### src/rtl/seq_multiplier.sv
// Sequential shift-and-add multiplier retiring BITS_PER_CYCLE bits of b per cycle,
// unsigned or two's complement, with a valid/ready operand and result handshake.
module seq_multiplier #(
  parameter int WIDTH_A        = 10,
  parameter int WIDTH_B        = 8,
  parameter int BITS_PER_CYCLE = 1
) (
  input  logic                       clk,
  input  logic                       rst,
  input  logic                       in_valid,
  output logic                       in_ready,
  input  logic [WIDTH_A-1:0]         a,
  input  logic [WIDTH_B-1:0]         b,
  input  logic                       signed_mode,
  output logic                       out_valid,
  input  logic                       out_ready,
  output logic [WIDTH_A+WIDTH_B-1:0] c,
  output logic [1:0]                 dbg_state_o
);

  localparam int WIDTH_C = WIDTH_A + WIDTH_B;
  localparam int STEPS   = (WIDTH_B + BITS_PER_CYCLE - 1) / BITS_PER_CYCLE;
  localparam int SW      = (STEPS > 1) ? $clog2(STEPS) : 1;
  localparam logic [SW-1:0]      LAST_STEP = SW'(STEPS - 1);
  localparam logic [WIDTH_B-1:0] MSB_MARK  = WIDTH_B'(1) << (WIDTH_B - 1);

  // Handshake: an operation transfers on a rising edge with in_valid && in_ready
  // (in_ready is high only in IDLE); a result transfers on a rising edge with
  // out_valid && out_ready (out_valid is high only in DONE, c held until then).
  typedef enum logic [1:0] {
    IDLE = 2'd0,
    CALC = 2'd1,
    DONE = 2'd2
  } state_t;

  state_t             state_q, state_d;
  logic [WIDTH_C-1:0] a_q, a_d;
  logic [WIDTH_C-1:0] acc_q, acc_d;
  logic [WIDTH_C-1:0] c_q, c_d;
  logic [WIDTH_B-1:0] b_q, b_d;
  logic [WIDTH_B-1:0] msb_q, msb_d;
  logic               mode_q, mode_d;
  logic [SW-1:0]      step_q, step_d;

  logic [WIDTH_C-1:0] pp_a;
  logic [WIDTH_B-1:0] pp_b;
  logic [WIDTH_B-1:0] pp_m;

  always_ff @(posedge clk or posedge rst) begin
    if (rst) begin
      state_q <= IDLE;
      a_q     <= '0;
      acc_q   <= '0;
      c_q     <= '0;
      b_q     <= '0;
      msb_q   <= '0;
      mode_q  <= 1'b0;
      step_q  <= '0;
    end else begin
      state_q <= state_d;
      a_q     <= a_d;
      acc_q   <= acc_d;
      c_q     <= c_d;
      b_q     <= b_d;
      msb_q   <= msb_d;
      mode_q  <= mode_d;
      step_q  <= step_d;
    end
  end

  always_comb begin
    state_d = state_q;
    a_d     = a_q;
    acc_d   = acc_q;
    c_d     = c_q;
    b_d     = b_q;
    msb_d   = msb_q;
    mode_d  = mode_q;
    step_d  = step_q;
    pp_a    = a_q;
    pp_b    = b_q;
    pp_m    = msb_q;
    case (state_q)
      IDLE: begin
        if (in_valid) begin
          a_d     = signed_mode ? {{WIDTH_B{a[WIDTH_A-1]}}, a} : {{WIDTH_B{1'b0}}, a};
          b_d     = b;
          msb_d   = MSB_MARK;
          mode_d  = signed_mode;
          acc_d   = '0;
          step_d  = '0;
          state_d = CALC;
        end
      end
      CALC: begin
        // a shifts left and b shifts right so bit 0 of b always pairs with the
        // correctly weighted a; msb marks b's sign bit, whose product is negative.
        for (int j = 0; j < BITS_PER_CYCLE; j++) begin
          if (pp_b[0]) begin
            if (mode_q && pp_m[0]) acc_d = acc_d - pp_a;
            else                   acc_d = acc_d + pp_a;
          end
          pp_a = pp_a << 1;
          pp_b = pp_b >> 1;
          pp_m = pp_m >> 1;
        end
        a_d    = pp_a;
        b_d    = pp_b;
        msb_d  = pp_m;
        step_d = step_q + SW'(1);
        if (step_q == LAST_STEP) begin
          c_d     = acc_d;
          state_d = DONE;
        end
      end
      DONE: begin
        if (out_ready) state_d = IDLE;
      end
      default: state_d = IDLE;
    endcase
  end

  assign in_ready    = (state_q == IDLE);
  assign out_valid   = (state_q == DONE);
  assign c           = c_q;
  assign dbg_state_o = state_q;

endmodule

### config.mk
export PLATFORM = sky130hd
export DESIGN_NAME = seq_multiplier
export DESIGN_NICKNAME = d
export VERILOG_FILES = /design/src/rtl/seq_multiplier.sv
export SDC_FILE = /design/constraint.sdc
export NUM_CORES = 1
export LEC_CHECK = 0
export ABC_CLOCK_PERIOD_IN_PS = 3900
export CAP_MARGIN = 25
export CORE_ASPECT_RATIO = 0.8
export CORE_MARGIN = 1.5
export CORE_UTILIZATION = 58
export DETAILED_ROUTE_END_ITERATION = 7
export PLACE_DENSITY = 0.81
export RECOVER_POWER = 50
export SLEW_MARGIN = 20
export SYNTH_ARGS = -nofsm -noshare
export SYNTH_HDL_FRONTEND = slang
export SYNTH_SLANG_ARGS = --single-unit
### constraint.sdc
create_clock -name clk -period 3.9 [get_ports clk]
set_input_delay 0.78 -clock clk [delete_from_list [all_inputs] [get_ports clk]]
set_output_delay 0.78 -clock clk [all_outputs]
set_load 0.02 [all_outputs]
==> metrics, run 1 <==
status finished clean; CTS root buffer clkbuf_8; total CTS buffers 9; Post-Syn Area per Cell 8.758 um^2; XOR/XNOR Fraction of Synth Area 5.461%; Num Clock Sinks 76; initial DRC count 192; # setup viols final 0; most common cell after layout, fill and taps aside nand2_1; R2R Path End acc_q[17]; critical path startpoint category flop; fillcell total 605; worst path buffer plus inverter count 0; syn nets 575; drt first pass iters 4; clk_skew 0.01769 ns; first-pass GRT wire length 19160 um; FF+latch count, synth 76; Async S/R FF share, synth 100.0%; full die area 8568 um^2; Post-synth EDFFs 0; Site Rows 28; delay-heaviest family, CP simple AND/OR/NAND/NOR gates; dpl hpwl 8215 um; Main synth FF type dfrtp_1; HP Start c[8]; critical path class reg2reg; Max Clock Freq 273.9 MHz; ANT cells 0; post-route clock period utilization 93.63%; vias in the first global route 3839; Post-Syn Area 4651 um^2; Worst R2R Start a_q[5]; Starting Density 61.46%; Clk Latency, worst-skew pair 0.37 ns; Ports 45; simple-gate share of the synthesized area 20.18%; DR WL/cell 16.77 um; worst slew pin tran 1.263 ns; wirelength, routed 11300 um; Netlist cell types 53; commonest cells after routing, fill and taps aside nand2_1 (104), dfrtp_1 (75), clkdlybuf4s50_1 (42); fin crit period 3.651 ns; compound-cell area share of the yosys netlist 20.47%; FF/Latch Area 1903 um^2; grt peak-use layer met2; Worst R2R Path Depth 13; max_cap viols 0; fraction of layout cells with a size suffix above 1 7.030%; initial antenna violation count 0; Area Growth Syn to Fin 14.90%; pin count of the biggest net entering global routing 33; worst-path maximum fanout 8; Reg clk slew, reported paths 0.10 ns; CTS tree done; mux contribution to synthesized area 2.852%; Total GRT Usage 28.88%; register area share after synthesis 40.89%; Warnings, synthesis 0; number of cells on the worst hold path 1; met3 usage 6.650%; worst endpoint required time 4.17 ns; cells along the critical path nor4_4, nand4_4, or4_1, o21ai_1, xor2_1, ha_1, nand3_2, or2_1, a2111oi_4, o22ai_2, mux2i_4, o21bai_1, a22o_1; Worst Setup End Kind flop; Worst Hold Class reg2reg; via count 3941; IO buf count 44; placed cells 658; area of the multi-input gates 2571 um^2; Slew Limit Fails 0; die height 83.09 um; main combinational cell family by area after synthesis compound AO/OA/AOI/OAI gates; core area 7567 um^2; remaining global-route overflow 0; worst path arrival time 3.92 ns; setup TNS 0 ns; Slowest cell on crit path dfrtp_2; Max clock buf depth 2; DRC 0; Final Hold Violating Endpoints 0; met2 usage 44.56%; Layout Nets 608; R2R setup slack 0.25 ns; Die W 103.1 um; slew margin rel. 15.80%; non-filler cells, final 674; RSZ-0062 raised after global routing false; Hold WS 0.4870 ns; adder-cell share of the synthesized area 5.811%; Min-Delay Endpoint c[8]; Syn Inst Count 531; hold-fix buffer count after cts 0; met1 usage 41.89%; Slowest Stage Delay on Critical Path 0.47 ns; GPL Wtd Cong 0.9058; post-route ant nets 0; CTS H-tree depth 3; Via density 5.847
cell type report:
class,count,area share (%)
clock buffer,9,2.318
clock inverter,7,1.077
inverter,12,0.8429
multi-input combinational,410,48.12
sequential,76,35.61
tap,105,2.458
timing repair buffer,55,9.576
timing repair:
item	4_1_cts	5_1_grt
resized for setup	0	5
setup buffers	0	0
setup endpoints to repair	0	2
worst max-delay path by stage:
stage | start | endpoint | slack [ns] | cells after the start
after global routing | a_q[5] | acc_q[17] | 0.01 | 13
after floorplan | a_q[5] | acc_q[17] | 0.41 | 14
after global placement | a_q[2] | acc_q[17] | 0.22 | 13
final | a_q[5] | acc_q[17] | 0.25 | 13
after CTS | a_q[2] | acc_q[17] | 0.11 | 13
after detailed placement | a_q[2] | acc_q[17] | 0.12 | 13
Yosys cell counts, drive strengths merged, types with 4 or more instances:
cell type | n | area (um^2)
inv | 11 | 41.29
xor2 | 12 | 105.1
a31oi | 17 | 106.4
clkbuf | 24 | 90.09
xnor2 | 17 | 148.9
ha | 20 | 250.2
o21ai | 44 | 220.2
nand3 | 10 | 55.05
or4 | 4 | 33.78
nand2 | 104 | 390.4
a22oi | 9 | 67.56
a22o | 7 | 61.31
o31ai | 6 | 45.04
and2 | 4 | 25.02
a21o | 16 | 120.1
nand2b | 5 | 31.28
nor2 | 38 | 142.6
nand4 | 5 | 61.31
and3 | 13 | 81.33
mux2i | 12 | 132.6
dfrtp | 76 | 1902
buf | 9 | 66.31
nor3 | 9 | 50.05
a21oi | 32 | 163.9
sequential cells by signal, indices dropped and copies added (netlist names):
name / flops
a_q: 18
dbg_state_o: 2
mode_q: 1
acc_q: 18
msb_q: 8
b_q: 8
c: 18
step_q: 3
routing by layer:
layer  vias to the layer above  wire length [um]  part of all wire, %
li1                       1930                 -                    -
met1                      1904              5438                   48
met2                        97              5207                   46
met3                        10               567                  5.0
met4                         0                87                 0.77
met5                         -                 0                    0
cells by family (layout without fill, tap and decap cells):
kind of cell,Yosys count,in the layout
XOR/XNOR,29,29
flip-flops,76,76
adder cells (fa/ha/maj),21,21
multiplexers,12,12
AND/OR/NAND/NOR,200,200
buffers and inverters,45,83
AO/OA/AOI/OAI,148,148
metrics by stage:
stage	utilization, %	instance area [um^2]	setup slack [ns]
2_1_floorplan	-	4651	0.4103
5_1_grt	70.62	5344	0.01379
6_report	70.62	5344	0.2485
3_5_place_dp	68.04	5149	0.1224
3_3_place_gp	68.04	5149	0.2207
4_1_cts	70.44	5330	0.1118
Power of run 1 is not shown: default switching activity piles up to over one toggle a cycle in this logic, so the estimate is an artifact.
==> run 2, diff against run 1 <==
Settings changed: ABC_CLOCK_PERIOD_IN_PS 3900 to 4400, CORE_UTILIZATION 58 to 62, PLACE_DENSITY 0.81 to 0.86.
Clock period 3.9 ns to 4.4 ns, I/O delays scaled along.
==> metrics, run 2 (synthesis gave the netlist of run 1 again) <==
Num Clock Sinks 76; Layout Nets 606; most common cell after layout, fill and taps aside nand2_1; worst path arrival time 4.10 ns; Via density 6.177; Reg clk slew, reported paths 0.09 ns; full die area 8033 um^2; Clk Latency, worst-skew pair 0.37 ns; total CTS buffers 9; die height 80.47 um; worst slew pin tran 1.247 ns; critical path startpoint category flop; worst endpoint required time 4.66 ns; GPL Wtd Cong 0.9514; core area 7322 um^2; RSZ-0062 raised after global routing false; post-route ant nets 0; Max clock buf depth 2; clk_skew 0.009748 ns; first-pass GRT wire length 18480 um; max_cap viols 0; via count 4058; Slew Limit Fails 0; post-CTS sizing 0; DRC 0; Worst Hold Class reg2reg; setup TNS 0 ns; fraction of layout cells with a size suffix above 1 6.526%; wirelength, routed 11030 um; status finished clean; ANT cells 0; Die W 99.83 um; CTS H-tree depth 3; drt first pass iters 5; Worst Setup End Kind flop; pin count of the biggest net entering global routing 51; post-route clock period utilization 87.25%; Starting Density 63.52%; CTS tree done; dpl hpwl 7997 um; Post-CTS Setup Inserts 0; worst-path maximum fanout 7; remaining global-route overflow 0; initial DRC count 308; commonest cells after routing, fill and taps aside nand2_1 (104), dfrtp_1 (76), clkdlybuf4s50_1 (42); fillcell total 539; slew margin rel. 16.89%; Total GRT Usage 29.64%; vias in the first global route 3856; DR WL/cell 16.79 um; hold-fix buffer count after cts 0; Final Hold Violating Endpoints 0; Ports 45; Site Rows 28; Area Growth Syn to Fin 14.72%; # setup viols final 0; initial antenna violation count 0; critical path class reg2reg; Max Clock Freq 260.5 MHz; IO buf count 44; CTS root buffer clkbuf_8; fin crit period 3.839 ns
## run 2: changes by cell type in the layout (fill, tap and decap cells not counted), sizes merged
| cell | previous run | this run |
|---|---|---|
| bufinv | 0 | 1 |
| clkinv | 2 | 1 |
| inv | 14 | 16 |
| clkbuf | 12 | 10 |
| clkinvlp | 3 | 1 |
## run 2: cell type report
class,count,area (um^2),share of cell area (%)
repair buffers,53,513.0,9.615
inverters,12,45.04,0.8443
flip-flops and latches,76,1902,35.65
well taps,90,112.6,2.111
clock inverters,7,88.84,1.665
multi-input cells,410,2550,47.80
clock buffers,9,123.9,2.322
## run 2: path summary, 6_finish.rpt
path / startpoint / to / slack [ns] / cells past startpoint
max in group asynchronous: rst / acc_q[15] / 1.45 / 3
setup reg to reg: a_q[2] / acc_q[17] / 0.56 / 13
setup / recovery: a_q[2] / acc_q[17] / 0.56 / 13
hold reg to reg: c[8] / c[8] / 0.48 / 1
min in group asynchronous: rst / acc_q[2] / 1.18 / 2
hold / removal: c[8] / c[8] / 0.48 / 1
## run 2: metal layers
metal  routed length, um  up-vias  GRT usage, %
met2                5203      161         48.03
met1                4805     1937         39.01
li1                    -     1927             -
met4                 243        0         9.437
met5                   0        -             0
met3                 779       33         7.659
## run 2: worst max-delay path: stages (launching register included)
cell and delay, ns:
dfrtp_1 0.45, nor3_1 0.41, nand4_4 0.18, or4_1 0.48, o41ai_2 0.27, xor2_1 0.11, ha_1 0.44, nand3_2 0.12
or2_1 0.27, a2111oi_4 0.34, o22ai_2 0.16, mux2i_4 0.22, o21bai_1 0.08, a22o_1 0.19
## run 2: through the flow
stage | std cells | area [um^2] | util [%] | hold WS (ns) | setup WS, ns
3_5_place_dp | 641 | 5122 | 69.96 | 0.4655 | 0.5817
5_1_grt | 657 | 5335 | 72.86 | 0.5091 | 0.3464
2_1_floorplan | 531 | 4651 | - | 0.4469 | 0.9103
4_1_cts | 657 | 5335 | 72.86 | 0.4858 | 0.5840
3_3_place_gp | 640 | 5107 | 69.75 | 0.4575 | 0.7550
6_report | 657 | 5335 | 72.86 | 0.4791 | 0.5608
Power of run 2 is left out for the same reason.
==> RTL change, RTL diff (flow settings as in run 2) <==
`WIDTH_A`: 10 -> 12.
--- a/src/rtl/seq_multiplier.sv
+++ b/src/rtl/seq_multiplier.sv
@@ -1,7 +1,7 @@
 // Sequential shift-and-add multiplier retiring BITS_PER_CYCLE bits of b per cycle,
 // unsigned or two's complement, with a valid/ready operand and result handshake.
 module seq_multiplier #(
-  parameter int WIDTH_A        = 10,
+  parameter int WIDTH_A        = 12,
   parameter int WIDTH_B        = 8,
   parameter int BITS_PER_CYCLE = 1
 ) (
Ports: changed (resized a and c); port bits go from 45 to 49. No check against the original RTL was run, so the function may have changed too.
==> RTL change against run 2 <==
- the flow now finishes with violations (capacitance limit, slew limit)
- sequential cell count rose by 6
- clock skew fell by 0.0020 ns
- routed wire length rose by 2.9%
- critical path type unchanged
- final cell count rose by 6.1%
- cell area rose by 4.1%
- die area rose by 3.2%
- setup slack improved by 0.062 ns
- critical path depth did not move
- synthesized area rose by 3.3%
- via count rose by 3.0%
- highest routed layer unchanged
- critical endpoint is now acc_q[19]$_DFFE_PP0P_
Power is left out: the tool's default activity adds up to more than one toggle a clock period on the data nets, which glitch-free logic cannot reach.
==> RTL change: results (changes against run 2) <==
synth.distinct_cells: 51  # was 53
cts_resized: 0  # unchanged
dpl.hpwl_um: 8051  # was 7997 um
async_flop_share_pct: 100.0  # unchanged
drtIter0Drc: 320  # was 308
clockBufferDepth: 2  # unchanged
layout-drive-gt1-share_pct: 5.405  # was 6.526%
synth_edf_count: 0  # unchanged
hp-start: "c[10]$_DFFE_PP0P_"  # was c[8]$_DFFE_PP0P_
cts_root_buf: "clkbuf_8"  # unchanged
wl_um: 11350  # was 11030 um
max_cap_viol_count: 1  # was 0
synth_seq_area_share_pct: 42.70  # was 40.89%
grt.total_usage_pct: 29.85  # was 29.64%
skew_ns: 0.007735  # was 0.009748 ns
critPathMaxFanout: 7  # unchanged
max_slew_margin_pct: -69.20  # was 16.89%
critPathKind: "register to register"  # unchanged
hold_path_end: "c[10]$_DFFE_PP0P_"  # was c[8]$_DFFE_PP0P_
critPathTopFamily: "simple AND/OR/NAND/NOR gates"  # unchanged
post_cts_buffers: 0  # unchanged
cts_buffers: 9  # unchanged
r2r_cells: 13  # unchanged
grt_pass1_wl_um: 19110  # was 18480 um
numPortBuffers: 48  # was 44
status: "complete, but fails checks"  # was finished, final reports clean
clock_latency_ns: 0.37  # about the same
nets: 635  # was 606
slew_violations: 60  # was 0
yosys_warnings: 0  # unchanged
antenna_found_initial: 0  # unchanged
dp_slack_ns: 0.6942  # was 0.5817 ns
grt_max_degree: 60  # was 51
ff2ff_setup_slack_ns: 0.62  # was 0.56 ns
htree_levels: 3  # unchanged
critPathSlowestCell: "dfrtp_1"  # was or4_1
violations: "capacitance limit, slew limit"
ys.flop_type: "dfrtp_1"  # unchanged
hp-class: "register to register"  # unchanged
synth_nets: 597  # was 575
dr.pass1.iters: 7  # was 5
synth_area_leaders: "dfrtp_1, nand2_1, o21ai_0, ha_1, xnor2_1"  # was dfrtp_1, nand2_1, ha_1, o21ai_0, a21oi_1
regToRegEndpoint: "acc_q[19]$_DFFE_PP0P_"  # was acc_q[17]$_DFFE_PP0P_
r2r-start: "a_q[2]$_DFFE_PP0P_"  # unchanged
grt_pass1_vias: 3929  # was 3856
diodes: 0  # unchanged
gp_congestion: 0.9510  # was 0.9514
avgViaCountPerCell: 5.997  # was 6.177
clk_pin_slew_worst_paths_ns: 0.09  # about the same
synth_top_cells_by_count: "nand2_1, dfrtp_1, o21ai_0"  # was nand2_1, dfrtp_1, nor2_1, o21ai_0, a21oi_1
hold_depth: 2  # was 1
critPathMaxStageDelay_ns: 0.47
[RTL change: cell count changes after synthesis, sizes merged, moves of 6 or more]
cell,before,now
and3,13,1
o21ai,44,56
nand2,104,112
xnor2,17,24
buf,9,3
dfrtp,76,82
nor3b,0,6
[RTL change: through the flow]
stage               hold slack (ns)  utilization, %  instances  area, sq um
global placement             0.4586           71.86        681         5363
CTS                          0.4849           74.56        697         5564
floorplan                    0.4469               -        549         4806
finish                       0.4794           74.41        697         5553
global route                 0.5101           74.41        697         5553
detailed placement           0.4655           71.86        681         5363
[RTL change: worst min-delay path, cell delays in order, from the launching register on]
cell and delay [ns]:
dfrtp_1 0.35, nand2_1 0.04, o21ai_0 0.06
[RTL change: cells by family after synthesis]
logic type               share of synthesized area [%]
AO/OA/AOI/OAI                                    20.80
XOR/XNOR                                         5.832
adder cells (fa/ha/maj)                          6.144
buffers and inverters                            3.202
flip-flops                                       42.70
multiplexers                                     2.786
AND/OR/NAND/NOR                                  18.54
[RTL change: how the worst max path moves through the flow]
stage                            endpoint  slack (ns)  cells after the start
finish              acc_q[19]$_DFFE_PP0P_        0.62                     13
global route        acc_q[19]$_DFFE_PP0P_        0.25                     13
CTS                 acc_q[19]$_DFFE_PP0P_        0.67                     13
detailed placement  acc_q[19]$_DFFE_PP0P_        0.69                     13
global placement    acc_q[19]$_DFFE_PP0P_        0.77                     13
floorplan           acc_q[19]$_DFFE_PP0P_        0.92                     14
[RTL change: final cells by class]
class,count,area [sq um]
fillers,570,1909
multi-input cells,428,2600
clock inverters,7,77.57
inverters,10,38.79
clock buffers,9,123.9
well taps,105,131.4
flip-flops and latches,82,2052
repair buffers,56,529.3
[RTL change: routing by layer]
| metal | track usage [%] | part of all wire, % |
|---|---|---|
| met2 | 48.66 | 46 |
| met1 | 40.54 | 46 |
| met4 | 9.306 | 1.6 |
| met3 | 5.957 | 6.1 |
| met5 | 0 | 0 |
